$ cat src/rtl/fetch_controller.sv
// Instruction fetch front end: issues sequential word fetches into a 2-entry
// output FIFO, handles redirects, and latches a sticky fault on bad addresses.
module fetch_controller #(
  parameter logic [31:0] RESET_PC  = 32'h0,
  parameter int          MEM_BYTES = 128
) (
  input  logic        clock,
  input  logic        reset,
  input  logic        start,
  input  logic        redirect_valid,
  input  logic [31:0] redirect_target,
  output logic [31:0] mem_address,
  input  logic [31:0] mem_read_instr,
  output logic        out_valid,
  input  logic        out_ready,
  output logic [31:0] out_instr,
  output logic [31:0] out_pc,
  output logic        fault,
  output logic [31:0] fault_pc
);

  typedef enum logic [1:0] {IDLE, RUN, FAULT} state_t;

  localparam logic [31:0] LAST_ADDR = 32'(MEM_BYTES - 4);

  state_t      state_reg, state_next;
  logic [31:0] pc_reg, pc_next;
  logic        inflight_reg, inflight_next;
  logic [31:0] inflight_pc_reg, inflight_pc_next;
  logic [1:0]  count_reg, count_next;
  logic        rd_ptr_reg, rd_ptr_next;
  logic        wr_ptr_reg, wr_ptr_next;
  logic        fault_reg, fault_next;
  logic [31:0] fault_pc_reg, fault_pc_next;
  logic [31:0] buf_instr_reg [2];
  logic [31:0] buf_pc_reg [2];

  logic pop, issue, flush, capture;

  always_comb begin
    state_next    = state_reg;
    pc_next       = pc_reg;
    fault_next    = fault_reg;
    fault_pc_next = fault_pc_reg;
    issue         = 1'b0;
    flush         = 1'b0;
    pop           = (count_reg != 2'd0) && out_ready;

    case (state_reg)
      IDLE: begin
        if (start) state_next = RUN;
      end
      RUN: begin
        if (redirect_valid) begin
          flush = 1'b1;
          if (redirect_target[1:0] != 2'b00 || redirect_target > LAST_ADDR) begin
            state_next    = FAULT;
            fault_next    = 1'b1;
            fault_pc_next = redirect_target;
          end else begin
            pc_next = redirect_target;
          end
        end else if ((count_reg + {1'b0, inflight_reg}) < 2'd2 || pop) begin
          // Running off the end of memory faults instead of issuing.
          if (pc_reg > LAST_ADDR) begin
            state_next    = FAULT;
            fault_next    = 1'b1;
            fault_pc_next = pc_reg;
          end else begin
            issue   = 1'b1;
            pc_next = pc_reg + 32'd4;
          end
        end
      end
      FAULT: ;
      default: state_next = IDLE;
    endcase

    // Memory data is only present for one cycle, so an inflight fetch is always captured unless flushed.
    capture          = inflight_reg && !flush;
    inflight_next    = issue;
    inflight_pc_next = issue ? pc_reg : inflight_pc_reg;

    if (flush) begin
      count_next  = 2'd0;
      rd_ptr_next = 1'b0;
      wr_ptr_next = 1'b0;
    end else begin
      count_next  = count_reg + {1'b0, capture} - {1'b0, pop};
      rd_ptr_next = rd_ptr_reg ^ pop;
      wr_ptr_next = wr_ptr_reg ^ capture;
    end
  end

  always_ff @(posedge clock or posedge reset) begin
    if (reset) begin
      state_reg       <= IDLE;
      pc_reg          <= RESET_PC;
      inflight_reg    <= 1'b0;
      inflight_pc_reg <= 32'd0;
      count_reg       <= 2'd0;
      rd_ptr_reg      <= 1'b0;
      wr_ptr_reg      <= 1'b0;
      fault_reg       <= 1'b0;
      fault_pc_reg    <= 32'd0;
    end else begin
      state_reg       <= state_next;
      pc_reg          <= pc_next;
      inflight_reg    <= inflight_next;
      inflight_pc_reg <= inflight_pc_next;
      count_reg       <= count_next;
      rd_ptr_reg      <= rd_ptr_next;
      wr_ptr_reg      <= wr_ptr_next;
      fault_reg       <= fault_next;
      fault_pc_reg    <= fault_pc_next;
    end
  end

  always_ff @(posedge clock or posedge reset) begin
    if (reset) begin
      for (int i = 0; i < 2; i++) begin
        buf_instr_reg[i] <= 32'd0;
        buf_pc_reg[i]    <= 32'd0;
      end
    end else if (capture) begin
      buf_instr_reg[wr_ptr_reg] <= mem_read_instr;
      buf_pc_reg[wr_ptr_reg]    <= inflight_pc_reg;
    end
  end

  assign mem_address = pc_reg;
  assign out_valid   = (count_reg != 2'd0);
  assign out_instr   = buf_instr_reg[rd_ptr_reg];
  assign out_pc      = buf_pc_reg[rd_ptr_reg];
  assign fault       = fault_reg;
  assign fault_pc    = fault_pc_reg;

  // The issue rule keeps the FIFO from ever holding a third entry.
  assert property (@(posedge clock) disable iff (reset)
    !(capture && !pop && count_reg == 2'd2));

endmodule

$ cat config.mk
export PLATFORM = sky130hd
export DESIGN_NAME = fetch_controller
export DESIGN_NICKNAME = d
export VERILOG_FILES = /design/src/rtl/fetch_controller.sv
export SDC_FILE = /design/constraint.sdc
export NUM_CORES = 1
export LEC_CHECK = 0
export ABC_CLOCK_PERIOD_IN_PS = 9500
export CORE_ASPECT_RATIO = 1.4
export CORE_MARGIN = 1.5
export CORE_UTILIZATION = 52
export DETAILED_ROUTE_END_ITERATION = 12
export PLACE_DENSITY = 0.83
export SETUP_SLACK_MARGIN = 0.4
export SYNTH_ARGS = -nofsm -noshare
export SYNTH_HDL_FRONTEND = slang
export SYNTH_SLANG_ARGS = --single-unit
export TNS_END_PERCENT = 100
$ cat constraint.sdc
create_clock -name clock -period 9.5 [get_ports clock]
set_clock_uncertainty 0.2 [all_clocks]
set_input_delay 0.95 -clock clock [delete_from_list [all_inputs] [get_ports clock]]
set_output_delay 0.95 -clock clock [all_outputs]
set_load 0.02 [all_outputs]
Yosys cells after proc, flatten, opt, wreduce, memory -nomap -nowiden --
Cells that the tools add are included. Widths: inputs -> output; s select.
Storage, ports and cells: register bits 232, output and inout bits 130, word-level logic and storage cells 88
Cells by class: bitwise logic cells 5, add/sub/neg operators 4, magnitude comparators 6, multiplexer cells 37, equality and inequality tests 9, reductions and logical operators 14
Operator list (number):
- $mux 32 | 15
- $bwmux 64 | 2
- $gt 32x7->1 const B | 2
- $add 32x3->32 const B | 1
- $demux 32 s1 | 1
- $mux 1 | 12
- $mux 2 | 6
- $ne 3x3->1 const B | 3
- $reduce_and 4->1 | 2
- $reduce_bool 2->1 | 4
- $ne 2x2->1 const B | 3
- $pmux 2 s3 | 1
- $reduce_and 5->1 | 1
- $add 2x1->2 | 2
- $ge 2x2->1 const B | 2
- $not 1->2 | 2
- $logic_and 1x1->1 | 3
- $eq 2x1->1 const B | 1
- $eq 2x2->1 const B | 1
- $logic_not 2->1 | 1
- $logic_or 1x1->1 | 2
- $lt 2x1->1 const B | 1
- $lt 2x2->1 const B | 1
- $ne 2x1->1 const B | 1
- 4 further kinds | 5

Longest topological paths before layout --
Gate-level depths: netlist of the first run.
depth after elaboration 7, depth in mapped cells 11

Worst setup path after synthesis of the first run --
Ideal clock, no wire load.
path type input port to flip-flop, start point input redirect_valid, end point register buf_instr_reg[0] (netlist name), buffers on the path 5, stages on the path 10, path slack 6.314 ns, arrival time 2.861 ns, cells stage by stage buf_2 buf_1 clkbuf_1 nand2_1 nand2_1 inv_1 ha_1 clkbuf_1 clkbuf_1 mux2_2
Between the ends: cells in the longest elaborated chain, start to end 4
RTL lines:
- from (decl) | line 10 | input logic redirect_valid,
- $mux 1 | line 54 | if (redirect_valid) begin
- $mux 1 | line 49 | case (state_reg)
- $logic_not 1->1 | line 80 | capture = inflight_reg && !flush;
- $logic_and 1x1->1 | line 80
- to (signal, indexed assignment) | line 126 | buf_instr_reg[wr_ptr_reg] <= mem_read_instr;
- to (decl) | line 35 | logic [31:0] buf_instr_reg [2];
Every way passes these cells. A chain may end at the register's enable or synchronous reset.

Worst setup path after layout of the first run --
start point register rd_ptr_reg, end point output out_instr[18]
Between the ends: cells in the longest elaborated chain, start to end 4
RTL lines:
- from (decl) | line 31 | logic rd_ptr_reg, rd_ptr_next;
- from (signal assigned) | line 112 | rd_ptr_reg <= rd_ptr_next;
- $not 1->2 (implied by the code) | line 133 | assign out_instr = buf_instr_reg[rd_ptr_reg];
- $mux 32 (implied by the code) (3 in a row) | line 133
- to (decl) | line 16 | output logic [31:0] out_instr,
Every way passes these cells. The select of a mux whose other input is x is not followed.

==> impl_metrics.tcl, run 1 <==
set metrics [dict create \
    status "complete, no violations" \
    yosys_warnings 0 \
    place_ws_ns 5.84 \
    cts_resized 0 \
    area_delta_synth_final_pct 31.0 \
    antenna_found_initial 0 \
    min_delay_worst_endpoint "fault$_DFFE_PP0P_" \
    wl_mm 21.5 \
    hold_depth 1 \
    fin_hold_ws_ns 0.270 \
    ctsHoldBuffers 0 \
    p_comb_frac 0.032 \
    final_max_slew_viol_count 0 \
    rsz0062_at_grt "false" \
    arrival_ns 2.57 \
    n_antenna_cell 0 \
    synth_seq_area_share 0.589 \
    cts_max_level 1 \
    end_kind "primary output" \
    cts_buffers 22 \
    syn-cell-area_um2 9860 \
    post_cts_buffers 0 \
    grt_pass1_vias 6887 \
    power_frac_clock 0.485 \
    synth.mux.area_fraction 0.295 \
    num_io_pins 199 \
    setup_ws_ns 5.78 \
    finalCritPeriodShare 0.392 \
    fin_setup_tns_ns 0 \
    fin_crit_ns 3.72 \
    hold_viol 0 \
    ant_nets 0 \
    drt_iter0_markers 302 \
    swShare 0.196 \
    root_buffer "clkbuf_16" \
    reg2reg_depth 7 \
    layout_commonest_cell "mux2_2" \
    synth_cell_types 42 \
    final_area_um2 12900 \
    port_buffers 198 \
    vias_per_cell 5.44 \
    die_h_um 166 \
    fin_nets 958 \
    fp.dieW_um 119 \
    first_pass_iters 4 \
    setup_viol 0 \
    p_seq_frac 0.483 \
    clkTransAtPathRegs_ns 0.06 \
    drv_cap 0 \
    initial_core_util 0.530 \
    drc 0 \
    hp-class "reg -> reg" \
    clkLatencyLatePin_ns 0.49 \
    intPower_uw 1650 \
    syn_area_per_cell_um2 14.3 \
    grt_pass1_wl_mm 35.7 \
    required_ns 8.35 \
    synth_seq_cells 232 \
    min-delay-start "fault$_DFFE_PP0P_" \
    power_uw 2050 \
    num_rows 59 \
    vias 6224 \
    synth_fa_ha_area_frac 0.00634 \
    p_leak_uw 0.00621 \
    p_sw_uw 401 \
    grt_use_total 0.222 \
    worstSetupPathType "reg -> out" \
    r2r-start "state_reg[0]$_DFFE_PP0P_" \
    ir_drop_mv 0.127 \
    worst_slew_pin_slew_ns 0.939 \
    fillers 1350 \
    design.die.area_um2 19800 \
    path_max_fanout 64 \
    syn_nets 764 \
    core_um2 18600 \
    routedWlPerCell_um 18.8 \
    layout_common_cells "mux2_2, dfrtp_1, clkdlybuf4s50_1" \
    place_congestion 0.948 \
    cts_sinks 232 \
    pwr_density_cell_nw_per_um2 158 \
    gr-total-overflow 0 \
    netlist_instances 690 \
    synth_compound_gate_area_share 0.0233 \
    r2r_slack_ns 6.60 \
    fmax_mhz 269 \
    hpwl_mm 13.8 \
    synth_xor_area_frac 0.00266 \
    worstReg2RegEnd "buf_instr_reg[1]$_DFFE_PP0P_" \
    start_kind "flip-flop" \
    grt_start_max_net_pins 94 \
    cts_tree "built" \
    clockBufferDepth 3 \
    dpl-instance-area_um2 12100 \
    final_layout_size_suffix_gt1_frac 0.349 \
    synth_top_family_by_area "multiplexers" \
    relSlewSlack 0.374 \
    synthSimpleGateAreaFrac 0.0641 \
]
==> critical path: stages (launching register included) <==
cell             delay (ns)
dfrtp_2                0.36
buf_4                  0.72
mux2_2                 0.42
clkdlybuf4s50_1        0.57
==> per-stage QoR <==
stage | std cells | util
after floorplan | 690 | -
after global placement | 1104 | 0.649
after detailed placement | 1104 | 0.649
after CTS | 1144 | 0.695
after global routing | 1144 | 0.695
final | 1144 | 0.695
==> power by group through the flow <==
stage / registers, uW / clock network, uW / logic, uW
final: 988 / 993 / 66.3
after global placement: 1010 / 0 / 67.2
after global routing: 987 / 1050 / 74.3
after detailed placement: 1010 / 0 / 67.4
after floorplan: 1010 / 0 / 27.2
after CTS: 988 / 1010 / 67.9
==> cell type report <==
type                    instances  area [um2]  area share
flip-flops and latches        232        5810       0.449
inverters                      13        56.3     0.00436
repair buffers                207        2040       0.158
clock inverters                 9         179      0.0138
well taps                     244         305      0.0236
multi-input cells             408        3860       0.299
clock buffers                  31         666      0.0515
==> worst max-delay path by stage <==
stage                              start                            to  slack (ns)  cells after the start
finish              rd_ptr_reg$_DFF_PP0_                 out_instr[18]        5.78                      3
global route        rd_ptr_reg$_DFF_PP0_                 out_instr[19]        5.67                      3
CTS                 rd_ptr_reg$_DFF_PP0_                     out_pc[2]        5.73                      3
detailed placement        redirect_valid    buf_pc_reg[14]$_DFFE_PP0P_        5.84                      8
global placement          redirect_valid    buf_pc_reg[15]$_DFFE_PP0P_        5.87                      8
floorplan                          reset  buf_instr_reg[0]$_DFFE_PP0P_        1.99                      1
==> metal layers <==
layer / vias up / part of all wire / GRT usage
met5: - / 0 / 0
met4: 0 / 0.026 / 0.0678
met3: 33 / 0.068 / 0.0560
met2: 200 / 0.51 / 0.389
met1: 3160 / 0.40 / 0.271
li1: 2831 / - / -
==> Yosys cell counts (all sizes together) <==
cell	n	area (um2)
o2bb2ai	1	8.76
ha	5	62.6
xnor2	2	17.5
nor4	12	75.1
and3	1	6.26
nor3b	1	18.8
nand2b	1	6.26
o22ai	1	6.26
mux2	258	2910
a21boi	1	7.51
o221ai	3	26.3
nor2b	29	181
or2	3	18.8
a21oi	5	25.0
a21bo	1	10.0
nand3	3	15.0
nor2	8	30.0
and2	24	150
o21ai	12	60.1
nand3b	1	7.51
xor2	1	8.76
o221a	1	11.3
o31ai	1	7.51
o31a	1	8.76
o211ai	1	7.51
nand2	12	45.0
o2111ai	1	8.76
a211o	1	8.76
a211oi	1	7.51
o21bai	1	7.51
buf	9	46.3
a31oi	3	18.8
nor3	4	25.0
nor4b	1	8.76
dfrtp	232	5810
clkbuf	28	105
inv	13	48.8
nand4	7	43.8
==> cell families (layout without fill, tap and decap cells) <==
family                   after synthesis  in the layout
AO/OA/AOI/OAI                         35             35
XOR/XNOR                               3              3
adder cells (fa/ha/maj)                5              5
buffers and inverters                 50            260
flip-flops                           232            232
multiplexers                         258            258
AND/OR/NAND/NOR                      107            107
Note: power is estimated with default switching activity, not from simulation.
==> inputs of run 2 (changes only) <==
--- a/config.mk
+++ b/config.mk
@@ -5,7 +5,7 @@
 export SDC_FILE = /design/constraint.sdc
 export NUM_CORES = 1
 export LEC_CHECK = 0
-export ABC_CLOCK_PERIOD_IN_PS = 9500
+export ABC_CLOCK_PERIOD_IN_PS = 3550
 export CORE_ASPECT_RATIO = 1.4
 export CORE_MARGIN = 1.5
 export CORE_UTILIZATION = 52
==> constraint.sdc (replaced) <==
create_clock -name clock -period 3.55 [get_ports clock]
set_clock_uncertainty 0.2 [all_clocks]
set_input_delay 0.355 -clock clock [delete_from_list [all_inputs] [get_ports clock]]
set_output_delay 0.355 -clock clock [all_outputs]
set_load 0.02 [all_outputs]
==> run 2 against run 1 <==
- non-clock buffer count is 8 higher
- clock-buffer cell count fell by 2
- routed wire length is 0.82% lower
- critical endpoint is now out_pc[2]
- highest routed layer unchanged
==> impl_metrics.tcl, run 2 (same netlist as run 1, synthesis figures left out) <==
set metrics [dict create \
    status "complete, no violations" \
    clockBufferDepth 3 \
    fmax_mhz 336 \
    path_max_fanout 21 \
    worst_slew_pin_slew_ns 0.934 \
    grt_use_total 0.221 \
    wl_met3_mm 1.31 \
    core_um2 18600 \
    drv_cap 0 \
    final_max_slew_viol_count 0 \
    hold_viol 0 \
    worstSetupPathType "reg -> out" \
    crit_path_start "rd_ptr_reg$_DFF_PP0_" \
    die_h_um 166 \
    worstPathCellList "buf_4 > mux2_2 > clkdlybuf4s50_1" \
    power_uw 5230 \
    clkTransAtPathRegs_ns 0.06 \
    num_io_pins 199 \
    fin_crit_ns 2.98 \
    crit_path_end "out_pc[2]" \
    pwr_density_cell_nw_per_um2 405 \
    reg2reg_depth 8 \
    dpl-instance-area_um2 12200 \
    cts_max_level 1 \
    wl_met2_mm 10.7 \
    setup_viol 0 \
    num_rows 59 \
    r2r_slack_ns 0.90 \
    final_area_um2 12900 \
    r2r-start "mem_address[3]$_DFFE_PP0P_" \
    slowest_delay_ns 0.59 \
    start_kind "flip-flop" \
    fp.dieW_um 119 \
    worstReg2RegEnd "mem_address[5]$_DFFE_PP0P_" \
    layout_commonest_cell "mux2_2" \
    routedWlPerCell_um 18.5 \
    finalCritPeriodShare 0.838 \
    fin_setup_tns_ns 0 \
    grt_pass1_wl_mm 35.3 \
    port_buffers 198 \
    cp_num_buf_inv 2 \
    antenna_found_initial 0 \
    vias 6225 \
    area_delta_synth_final_pct 31.0 \
    arrival_ns 2.42 \
    path_depth 3 \
    clkLatencyLatePin_ns 0.50 \
    design.die.area_um2 19800 \
    drc 0 \
    place_congestion 0.878 \
    n_antenna_cell 0 \
    crit_family "buffers and inverters" \
    required_ns 2.99 \
    hpwl_mm 14.1 \
    top_layer_used "met4" \
    fin_nets 967 \
    wl_mm 21.3 \
    crit_slowest_cell "dfrtp_4" \
    fin_hold_ws_ns 0.266 \
    first_pass_iters 4 \
    layout_common_cells "mux2_2, dfrtp_1, clkdlybuf4s50_1" \
    rsz0062_at_grt "false" \
    p_leak_uw 0.00623 \
    end_kind "primary output" \
    gr-total-overflow 0 \
    grt_pass1_vias 6764 \
    setup_ws_ns 0.575 \
    initial_core_util 0.530 \
    met1_length_mm 8.58 \
    cts_tree "built" \
    place_ws_ns 0.803 \
    vias_per_cell 5.40 \
    ir_drop_mv 0.301 \
    ant_nets 0 \
    hp-class "in -> reg" \
    cts_sinks 232 \
    relSlewSlack 0.377 \
    grt_start_max_net_pins 115 \
    final_layout_size_suffix_gt1_frac 0.354 \
    drt_iter0_markers 222 \
    cts_buffers 23 \
    root_buffer "clkbuf_16" \
]
-- run 2: cell types whose count changed in the layout (fill, tap and decap cells not counted), sizes merged, moves of 2 or more --
| cell | change |
|---|---|
| clkbuf | -2 |
| buf | +7 |
| bufinv | -3 |
| clkinv | +8 |
-- run 2: worst min path at each step --
stage               cells past startpoint  slack (ns)                              to                            from
floorplan                               1        0.27  inflight_pc_reg[0]$_DFFE_PP0P_  inflight_pc_reg[0]$_DFFE_PP0P_
global placement                        1        0.25               fault$_DFFE_PP0P_               fault$_DFFE_PP0P_
detailed placement                      1        0.26               fault$_DFFE_PP0P_               fault$_DFFE_PP0P_
CTS                                     3        0.25        fault_pc[28]$_DFFE_PP0P_                  redirect_valid
global route                            3        0.28        fault_pc[27]$_DFFE_PP0P_                  redirect_valid
finish                                  3        0.27        fault_pc[28]$_DFFE_PP0P_                  redirect_valid
-- run 2: per-stage QoR --
step                instances   util
floorplan                 690      -
global placement         1111  0.654
detailed placement       1111  0.654
CTS                      1153  0.695
global route             1153  0.695
finish                   1153  0.695
-- run 2: worst reg2reg max path: stages (launching register included) --
cell and delay [ns]:
dfrtp_1 0.45, ha_1 0.26, nand3_1 0.12, nor2_1 0.15, nor3_2 0.06, buf_4 0.15, o21bai_1 0.64, buf_4 0.33
o221ai_1 0.15
-- run 2: per-layer routing --
| metal | up-vias | track usage |
|---|---|---|
| li1 | 2850 | - |
| met1 | 3125 | 0.267 |
| met2 | 202 | 0.391 |
| met3 | 48 | 0.0477 |
| met4 | 0 | 0.0782 |
| met5 | - | 0 |
-- run 2: final cells by class --
cell class                      instances  area, um2
Tap cell                              244        305
Clock inverter                         12        110
Inverter                               13       52.6
Clock buffer                           29        638
Fill cell                            1348       5680
Multi-Input combinational cell        408       3860
Sequential cell                       232       5810
Timing Repair Buffer                  215       2140
-- run 2: what timing repair did --
action / in CTS / in global routing
hold buffers: 1 / 0
endpoints found under the setup margin: 0 / 1
gates resized for setup: 0 / 1
endpoints found under the hold margin: 11 / 0
buffers inserted: 0 / 0
-- run 2: power breakdown --
group          internal (uW)  switching (uW)
registers               2640               0
logic                   92.5            90.4
clock network           1410             991
total                   4150            1080
==> inputs of run 3 (changes only) <==
--- a/config.mk
+++ b/config.mk
@@ -5,7 +5,7 @@
 export SDC_FILE = /design/constraint.sdc
 export NUM_CORES = 1
 export LEC_CHECK = 0
-export ABC_CLOCK_PERIOD_IN_PS = 3550
+export ABC_CLOCK_PERIOD_IN_PS = 3100
 export CORE_ASPECT_RATIO = 1.4
 export CORE_MARGIN = 1.5
 export CORE_UTILIZATION = 52
==> constraint.sdc (replaced) <==
create_clock -name clock -period 3.1 [get_ports clock]
set_clock_uncertainty 0.2 [all_clocks]
set_input_delay 0.31 -clock clock [delete_from_list [all_inputs] [get_ports clock]]
set_output_delay 0.31 -clock clock [all_outputs]
set_load 0.02 [all_outputs]
==> run 3 against run 2 <==
- combinational power grew 16%
- worst hold slack lost 0.22 ns
- first-iteration DRC count grew 40%
- largest cell class unchanged
- largest power group unchanged
- highest routed layer unchanged
==> impl_metrics.tcl, run 3 (same netlist as run 1, synthesis figures left out) <==
set metrics [dict create \
    worst_slew_pin_slew_ns 0.634 \
    layout_common_cells "mux2_2, dfrtp_1, clkdlybuf4s50_1" \
    crit_slowest_cell "clkdlybuf4s50_1" \
    core_um2 18600 \
    ir_drop_mv 0.371 \
    vias_per_cell 5.46 \
    setup_viol 0 \
    post_cts_buffers 0 \
    fin_crit_ns 2.62 \
    drt_iter0_markers 311 \
    drc 0 \
    worstPathCellList "buf_12 > mux2_2 > clkdlybuf4s50_1" \
    clkTransAtPathRegs_ns 0.07 \
    crit_path_start "rd_ptr_reg$_DFF_PP0_" \
    fin_cells 1157 \
    port_buffers 198 \
    hold_viol 0 \
    pwr_density_cell_nw_per_um2 469 \
    end_kind "primary output" \
    grt_start_max_net_pins 72 \
    utilization 0.701 \
    fin_nets 974 \
    p_leak_uw 0.00628 \
    hpwl_mm 14.8 \
    area_delta_synth_final_pct 32.3 \
    path_depth 3 \
    n_antenna_cell 0 \
    arrival_ns 2.11 \
    vias 6313 \
    initial_core_util 0.530 \
    cp_num_buf_inv 2 \
    fp.dieW_um 119 \
    reg2reg_depth 6 \
    gr-total-overflow 0 \
    num_rows 59 \
    crit_family "buffers and inverters" \
    crit_path_end "out_pc[2]" \
    power_uw 6110 \
    routedWlPerCell_um 18.9 \
    dp.cells 1119 \
    root_buffer "clkbuf_16" \
    grt_busiest_layer "met2" \
    fmax_mhz 381 \
    relSlewSlack 0.576 \
    drv_cap 0 \
    cts_buffers 23 \
    layout_commonest_cell "mux2_2" \
    clockBufferDepth 3 \
    place_congestion 0.916 \
    cts_max_level 1 \
    ant_nets 0 \
    ctsHoldBuffers 0 \
    rsz0062_at_grt "true" \
    path_max_fanout 35 \
    r2r_slack_ns 0.53 \
    worstReg2RegEnd "inflight_pc_reg[6]$_DFFE_PP0P_" \
    design.die.area_um2 19800 \
    clkLatencyLatePin_ns 0.51 \
    die_h_um 166 \
    num_io_pins 199 \
    cts_sinks 232 \
    wl_mm 21.9 \
    fin_setup_tns_ns 0 \
    cts_tree "built" \
    grt_use_met1 0.283 \
    hp-class "in -> async" \
    use_met3 0.0477 \
    status "complete, no violations" \
    start_kind "flip-flop" \
    first_pass_iters 4 \
    use_met2 0.402 \
    final_layout_size_suffix_gt1_frac 0.359 \
    antenna_found_initial 0 \
    worstSetupPathType "reg -> out" \
    r2r-start "mem_address[19]$_DFFE_PP0P_" \
    grt_pass1_vias 6903 \
    final_max_slew_viol_count 0 \
    grt_use_total 0.229 \
    finalCritPeriodShare 0.847 \
    slowest_delay_ns 0.57 \
    required_ns 2.59 \
    grt_pass1_wl_mm 36.5 \
]
==> run 3: cell count changes in the layout (fill, tap and decap cells not counted), sizes merged <==
| cell | delta |
|---|---|
| buf | +8 |
| clkinv | -7 |
| dlygate4sd3 | -1 |
| clkinvlp | +1 |
| bufinv | +1 |
| clkbuf | +1 |
| inv | +1 |
==> run 3: worst min path at each step <==
stage	from	endpoint	slack, ns	depth (start not counted)
after detailed placement	fault$_DFFE_PP0P_	fault$_DFFE_PP0P_	0.28	1
after global placement	fault$_DFFE_PP0P_	fault$_DFFE_PP0P_	0.27	1
final	reset	buf_instr_reg[29]$_DFFE_PP0P_	0.05	2
after floorplan	mem_read_instr[27]	buf_instr_reg[27]$_DFFE_PP0P_	0.26	1
after global routing	reset	buf_instr_reg[56]$_DFFE_PP0P_	0.09	2
after CTS	reset	buf_instr_reg[56]$_DFFE_PP0P_	0.05	2
==> run 3: power breakdown <==
group	total (uW)	switching, uW	internal, uW	leakage, uW
logic	212	104	108	0.00268
registers	3030	0	3030	0.00321
clock network	2870	1130	1740	0.000387
total	6110	1240	4880	0.00628
==> run 3: worst register-to-register path, delay by kind of cell (launching register included) <==
family                 cells  cell delay [ns]
muxes                      1             0.34
buffers and inverters      1             0.20
and+or+nand+nor            4             1.24
DFF                        1             0.48
==> run 3: final cells by class <==
type	instances	area, um2
flip-flops and latches	232	5810
fillers	1278	5550
multi-input cells	408	3870
repair buffers	222	2230
clock buffers	30	662
well taps	244	305
clock inverters	8	121
inverters	13	52.6
==> run 3: stage by stage <==
step | setup WS (ns) | hold WS (ns) | instance area, um2
after floorplan | -0.446 | 0.262 | 9870
after global placement | 0.447 | 0.265 | 12200
after detailed placement | 0.393 | 0.275 | 12200
after CTS | 0.406 | 0.0538 | 13000
after global routing | 0.361 | 0.0851 | 13000
final | 0.476 | 0.0513 | 13000
==> run 3: layer usage <==
metal	part of all wire	routed length, um	vias to the layer above
li1	-	-	2872
met1	0.40	8790	3186
met2	0.51	11200	212
met3	0.061	1340	43
met4	0.026	569	0
met5	0	0	-
==> run 3: timing repair <==
action                     in CTS  in global routing
pin swaps                       0                  0
setup endpoints to repair      64                 42
resized for setup               4                  3
